### config.mk
export PLATFORM = sky130hd
export DESIGN_NAME = bsg_nonsynth_manycore_print_stat_tracker
export DESIGN_NICKNAME = d
export VERILOG_FILES = /design/src/rtl/bsg_nonsynth_manycore_print_stat_tracker.sv
export SDC_FILE = /design/constraint.sdc
export NUM_CORES = 1
export LEC_CHECK = 0
export BUFFER_PORTS_ARGS = -buffer_cell sky130_fd_sc_hd__buf_2
export CORE_MARGIN = 2
export CORE_UTILIZATION = 55
export DETAILED_ROUTE_END_ITERATION = 10
export GPL_TIMING_DRIVEN = 0
export PLACE_DENSITY = 0.72
export SKIP_LAST_GASP = 1
export SLEW_MARGIN = 20
export SYNTH_ARGS = -nofsm -noshare
export SYNTH_HDL_FRONTEND = slang
export SYNTH_SLANG_ARGS = --single-unit
export TNS_END_PERCENT = 20
### constraint.sdc
create_clock -name clk_i -period 4.96 [get_ports clk_i]
set_input_delay 0.992 -clock clk_i [delete_from_list [all_inputs] [get_ports clk_i]]
set_output_delay 0.992 -clock clk_i [all_outputs]
set_load 0.005 [all_outputs]
### src/rtl/bsg_nonsynth_manycore_print_stat_tracker.sv
// bsg_nonsynth_manycore_print_stat_tracker: pairs kernel START/END print_stat events per tag slot and queues elapsed-cycle records
// Ports: clk_i / reset_n_i clock and async active-low reset; en_i gates the cycle counter and event intake;
//   print_stat_v_i / print_stat_tag_i incoming event stream ([31:30] type, [29:16] tg_id, low bits slot);
//   v_o / tag_o / tg_id_o / elapsed_o / yumi_i head of the record FIFO; active_o per-slot open START;
//   overflow_o sticky record drop; err_cnt_o saturating protocol error count.
module bsg_nonsynth_manycore_print_stat_tracker #(
    parameter int data_width_p = 32,
    parameter int num_tags_p   = 16,
    parameter int ctr_width_p  = 32,
    parameter int fifo_els_p   = 4,
    parameter int err_width_p  = 8
) (
    input  logic                          clk_i,
    input  logic                          reset_n_i,
    input  logic                          en_i,
    input  logic                          print_stat_v_i,
    input  logic [data_width_p-1:0]       print_stat_tag_i,
    output logic                          v_o,
    output logic [$clog2(num_tags_p)-1:0] tag_o,
    output logic [13:0]                   tg_id_o,
    output logic [ctr_width_p-1:0]        elapsed_o,
    input  logic                          yumi_i,
    output logic [num_tags_p-1:0]         active_o,
    output logic                          overflow_o,
    output logic [err_width_p-1:0]        err_cnt_o
);
    localparam int tag_w_lp = $clog2(num_tags_p);
    localparam int rec_w_lp = tag_w_lp + 14 + ctr_width_p;
    localparam int ptr_w_lp = (fifo_els_p > 1) ? $clog2(fifo_els_p) : 1;
    localparam int cnt_w_lp = $clog2(fifo_els_p + 1);

    logic [ctr_width_p-1:0] ctr_r;
    logic [ctr_width_p-1:0] start_r [num_tags_p];
    logic [rec_w_lp-1:0]    mem_r [fifo_els_p];
    logic [num_tags_p-1:0]  active_n;
    logic [ptr_w_lp-1:0]    rd_ptr_r, wr_ptr_r;
    logic [cnt_w_lp-1:0]    cnt_r;
    logic [1:0]             ev_type;
    logic [13:0]            ev_tg_id;
    logic [tag_w_lp-1:0]    ev_slot;
    logic ev_v, is_start, is_end, is_rsvd, slot_active, hit_end, full, push, pop, drop, err_inc;
    logic unused_tag_bits;

    assign ev_type         = print_stat_tag_i[data_width_p-1 -: 2];
    assign ev_tg_id        = print_stat_tag_i[data_width_p-3 -: 14];
    assign ev_slot         = print_stat_tag_i[tag_w_lp-1:0];
    assign unused_tag_bits = ^print_stat_tag_i[data_width_p-17:tag_w_lp];

    assign ev_v        = en_i & print_stat_v_i;
    assign is_start    = ev_v & (ev_type == 2'b01);
    assign is_end      = ev_v & (ev_type == 2'b10);
    assign is_rsvd     = ev_v & (ev_type == 2'b11);
    assign slot_active = active_o[ev_slot];
    assign hit_end     = is_end & slot_active;
    assign err_inc     = is_rsvd | (is_start & slot_active) | (is_end & ~slot_active);

    // A full FIFO still accepts a record when the head is taken the same cycle.
    assign full = cnt_r == cnt_w_lp'(fifo_els_p);
    assign v_o  = cnt_r != '0;
    assign pop  = yumi_i & v_o;
    assign push = hit_end & (~full | pop);
    assign drop = hit_end & ~push;
    assign {tag_o, tg_id_o, elapsed_o} = mem_r[rd_ptr_r];

    // END clears the slot even when its record is dropped.
    always_comb begin
        active_n = active_o;
        if (is_start) active_n[ev_slot] = 1'b1;
        if (is_end) active_n[ev_slot] = 1'b0;
    end

    function automatic logic [ptr_w_lp-1:0] ptr_inc(input logic [ptr_w_lp-1:0] p);
        return (p == ptr_w_lp'(fifo_els_p - 1)) ? '0 : p + ptr_w_lp'(1);
    endfunction

    always_ff @(posedge clk_i or negedge reset_n_i) begin
        if (!reset_n_i) begin
            ctr_r      <= '0;
            active_o   <= '0;
            rd_ptr_r   <= '0;
            wr_ptr_r   <= '0;
            cnt_r      <= '0;
            overflow_o <= 1'b0;
            err_cnt_o  <= '0;
        end else begin
            if (en_i) ctr_r <= ctr_r + ctr_width_p'(1);
            active_o <= active_n;
            if (push) wr_ptr_r <= ptr_inc(wr_ptr_r);
            if (pop) rd_ptr_r <= ptr_inc(rd_ptr_r);
            cnt_r <= cnt_r + cnt_w_lp'(push) - cnt_w_lp'(pop);
            if (drop) overflow_o <= 1'b1;
            if (err_inc && err_cnt_o != '1) err_cnt_o <= err_cnt_o + err_width_p'(1);
        end
    end

    // Timestamps and record storage need no reset; validity lives in active_o and cnt_r.
    // Modular subtraction keeps elapsed correct across counter wrap.
    always_ff @(posedge clk_i) begin
        if (is_start) start_r[ev_slot] <= ctr_r;
        if (push) mem_r[wr_ptr_r] <= {ev_slot, ev_tg_id, ctr_r - start_r[ev_slot]};
    end
endmodule

Word level (Yosys, flattened, before mapping):

Memory sizes are Yosys's and may differ from the RTL's.
Index checks and enable logic that the tools add are counted.

* multiplexer cells: 12
* reduce and logical (&&, ||, !) cells: 3
* shift operators: 0
* divide/modulo/power cells: 0
* order comparisons: 2
* equal/unequal tests: 7
* bitwise operators: 19
* multiply operators: 0
* add/subtract/negate cells: 7

Operator list (number)
* $add A32 B1 Y32 const B: 1
* $mux W16: 2
* $sub A32 B32 Y32: 1
* $and A16 B16 Y16: 1
* $not A16 Y16: 1
* $or A16 B16 Y16: 1
* $and A1 B1 Y1: 10
* $add A8 B1 Y8 const B: 1
* $eq A2 B2 Y1 const B: 4
* $ne A8 B8 Y1 const B: 1
* $mux W1: 6
* $lt A4 B5 Y1 const B: 1
* $add A2 B1 Y2 const B: 2
* $bmux W1 S4: 1
* $demux W1 S4: 1
* $ge A4 B1 Y1 const B: 1
* $mux W2: 2
* $add A3 B1 Y3: 1
* $eq A3 B3 Y1 const B: 1
* $not A1 Y1: 3
* $or A1 B1 Y1: 3
* $reduce_bool A3 Y1: 1
* $sub A3 B1 Y3: 1
* $eq A2 B1 Y1 const B: 1
* $logic_and A1 B1 Y1: 2

* latch bits: 0
* word-level logic and storage cells: 59
* memories kept: 2
* memory bits (read-only): 0
* memory bits (writable): 712
* flip-flop bits (word level): 64
* output and inout bits: 76
* input bits: 37

Memory list
* start_r: depth 16, bits a word 32, read ports 1, clocked after Yosys merged registers in 0, write ports 1, RTL line 33 `logic [ctr_width_p-1:0] start_r [num_tags_p];`
* mem_r: depth 4, bits a word 50, read ports 1, clocked after Yosys merged registers in 0, write ports 1, RTL line 34 `logic [rec_w_lp-1:0] mem_r [fifo_els_p];`

Logic depth before layout (Yosys ltp):

* depth in word-level cells: 8
* gate-level depth with buffers: 14
* gate-level depth less buffers: 11

Least setup slack after synthesis:

No wires, ideal clock.

* path kind: in2reg
* start point: input port print_stat_tag_i[0]
* end point: memory mem_r[0][28] (netlist name), data pin
* stages on the path: 13
* arrival: 4520 ps
* path buffers: 3
* slack: 215 ps
* library setup time: 225 ps
* required time: 4735 ps
* cell sequence: buf_2 clkbuf_1 buf_2 mux4_2 mux4_2 inv_1 ha_1 a21o_1 a221oi_1 a211o_1 nand3_1 and2_1 a311oi_1

* word-level cells in the longest chain between the ends: 2

Ends and longest elaborated chain
* start, declared: RTL line 17 `input logic [data_width_p-1:0] print_stat_tag_i,`
* $mem_v2 Z16 W32
* $sub A32 B32 Y32: RTL line 100 `if (push) mem_r[wr_ptr_r] <= {ev_slot, ev_tg_id, ctr_r - start_r[ev_slot]};`
* end, declared: RTL line 34

Every way passes these cells.

Worst setup path after layout:

* start point: input port print_stat_tag_i[0]
* end point: memory mem_r[1][31] (netlist name), data pin

Same word-level chain as after synthesis.

==> results.ini <==
[final_layout]
area_delta_synth_final_pct = 16.3
fin_nets = 1855
stdcell_area_sq_um = 36400
layout_common_cells = edfxtp_1 (712), mux4_2 (215), buf_2 (103)
instances_no_fill = 2593
n_fill_cell = 3695
multi_input_area_sq_um = 8050
final_common_cell = edfxtp_1
drive_gt1_share_pct = 29.7
seq_area_sq_um = 23000
num_antenna_cells = 0

[detailed_routing]
wl_mm = 70.0
wl_met1_mm = 28.0
ant_nets = 0
wl_met3_mm = 4.85
wl_met2_mm = 35.0
via_count = 16076
wl_per_cell_microns = 27.0
routed.top_layer = met4
drt-pass1-iter-count = 5
drt_iter0_markers = 1584
drc = 0
viasPerCell = 6.20

[global_route]
grt_pass1_wl_mm = 105
grt_start_max_net_pins = 52
grt.total_usage_pct = 24.3
grt-ovfl-total = 0
grt_pass1_vias = 16534
antenna_found_initial = 0

[critical_path]
startpoint = print_stat_tag_i[0]
cpMostUsedCell = mux4_2
rrSetupSlack_ps = 1210
rr_worst_depth = 10
crit_slowest_cell = mux4_2
crit_path_max_incr_delay_ps = 550
worstSetupPathType = in -> reg
path_cells = buf_2 > clkbuf_4 > buf_4 > buf_6 > mux4_2 > mux4_2 > inv_1 > ha_1 > o21ai_0 > a2111oi_1 > o21ai_1 > o31a_1 > a21oi_1 > xnor2_1
r2r-start = start_r[11][6]$_DFFE_PP_
setup.worst_path.end = mem_r[1][31]$_DFFE_PP_
critPathBufInv = 5
cp.required_ps = 5290
path_max_fanout = 10
end_kind = flop
regToRegEndpoint = mem_r[1][31]$_DFFE_PP_
path_delay_family = compound AO/OA/AOI/OAI gates
startpoint_type = primary input
arrival_ps = 5080
cp.depth = 14

[die]
design.die.area_sq_um = 58800
io_pins = 113
initial_core_util_pct = 55.6
rows = 87
die_h_microns = 242
die_x_microns = 242
core_sq_um = 56300

[clock_network]
clockBufferDepth = 3
clk_pin_slew_worst_paths_ps = 60
numClockSinks = 776
cts_hold_buf = 0
numCtsBuffers = 77
htreeDepth = 3
root_buffer = clkbuf_16
cts_tree = built
clk_latency_ps = 630

[timing]
whs_ps = 228
slew_violations = 0
rsz0062_at_grt = no
setup_viol = 0
clock-skew-final_ps = 29.3
fin_crit_sh_pct = 95.7
hold_viol = 0
tightest_slew_ps = 872
maxClockFrequency_mhz = 211
min_period_ps = 4750
finalWorstSetupSlack_ps = 213
relSlewSlack_pct = 41.6

[placement]
dpl_worst_slack_ps = -1340
io_buffers = 99
post-place-cells = 2452
gp_congestion = 0.857
dpl_cell_area_sq_um = 33700
detailed_place_hpwl_mm = 45.4

[run]
cap_violations = 0

[yosys]
ys_seq_area_share_pct = 73.5
yosys.cell_types.count = 59
syn_nets = 1633
ys_async_sr_fraction_pct = 8.25
syn_area_per_cell_sq_um = 20.1
synth_seq_cells = 776
netlist_area_sq_um = 31300
yosysWarningCount = 0
synthFlopType = edfxtp_1
synthCells = 1552
synth_edf_count = 712

[power_and_ir_drop]
max-vdd-ir-drop_v = 0.000392
power.density_nw_per_um2 = 428
p_leak_uw = 0.0134

[hold_path]
hp-class = in -> async

[outcome]
status = finished, final reports clean

==> repair_timing <==
item,CTS,global route
endpoints found under the setup margin,93,76
endpoints found under the hold margin,0,0
gates resized for setup,38,20
buffers inserted,1,0
pin swaps,1,0
==> where the power goes <==
part | switching (uW) | internal, uW
registers | 245 | 7490
clock network | 2420 | 3410
logic | 1100 | 907
total | 3770 | 11800
==> through the flow <==
stage / setup TNS, ps / total power, uW / utilization, %
floorplan: 0 / 9020 / -
global placement: -1173860 / 9750 / 58.1
detailed placement: -101710 / 9840 / 59.8
CTS: 0 / 15600 / 64.5
global route: 0 / 16100 / 64.6
finish: 0 / 15600 / 64.6
==> worst register-to-register path: stages (launching register included) <==
cell	delay, ps
edfxtp_1	370
mux4_2	500
mux4_2	480
inv_1	130
ha_1	260
o21ai_0	220
a2111oi_1	440
o21ai_1	220
o31a_1	390
a21oi_1	280
xnor2_1	160
==> how the worst min path moves through the flow <==
stage | startpoint | end | depth (start not counted)
finish | reset_n_i | ctr_r[0]$_DFFE_PN0P_ | 1
global route | reset_n_i | ctr_r[1]$_DFFE_PN0P_ | 1
CTS | reset_n_i | ctr_r[0]$_DFFE_PN0P_ | 1
detailed placement | overflow_o$_DFFE_PN0P_ | overflow_o$_DFFE_PN0P_ | 1
global placement | overflow_o$_DFFE_PN0P_ | overflow_o$_DFFE_PN0P_ | 1
floorplan | overflow_o$_DFFE_PN0P_ | overflow_o$_DFFE_PN0P_ | 1
==> cell usage after synthesis (4+ instances only) <==
cell,instances,area share [%]
nand4_1,19,0.38
xnor2_1,41,1.1
dfrtp_1,64,5.1
xor2_1,27,0.76
nand2_1,56,0.67
clkbuf_1,38,0.46
o21ai_1,4,0.064
and2_1,6,0.12
and4_1,4,0.11
edfxtp_1,712,68
ha_1,42,1.7
o21ai_0,24,0.38
nand2b_1,9,0.18
buf_2,15,0.24
nor3_1,12,0.19
nand3_1,19,0.30
mux4_2,215,15
and3_1,12,0.24
nor2_1,56,0.67
inv_1,45,0.54
buf_1,8,0.096
nor2b_1,5,0.10
a21oi_1,51,0.82
a21o_1,11,0.26
==> sequential cells by signal, indices dropped and copies added, names as in the netlist <==
name	cells
wr_ptr_r	2
rd_ptr_r	2
overflow_o	1
mem_r	200
active_o	16
start_r	512
ctr_r	32
err_cnt_o	8
cnt_r	3
==> metal layers <==
layer,track usage (%),up-vias
met2,40.2,649
met5,0,-
li1,-,6799
met1,33.1,8488
met3,4.54,140
met4,7.70,0
==> cells by family (layout without fill, tap and decap cells) <==
family	after synthesis	count (layout)	share of synthesized area (%)
muxes	220	220	15.7
and+or+nand+nor	212	212	3.32
xor gates and xnor gates	68	68	1.90
AOI/OAI and AO/OA	124	124	2.42
adders and majority gates	44	44	1.81
DFF	776	776	73.5
buffers and inverters	108	393	1.38
==> area by class of cell <==
class,count,share of cell area [%]
Buffer,60,0.950
Sequential cell,776,63.2
Clock inverter,51,1.38
Multi-Input combinational cell,668,22.1
Timing Repair Buffer,145,3.67
Clock buffer,91,5.59
Tap cell,756,2.60
Inverter,46,0.475
(Power assumes the default switching activity.)
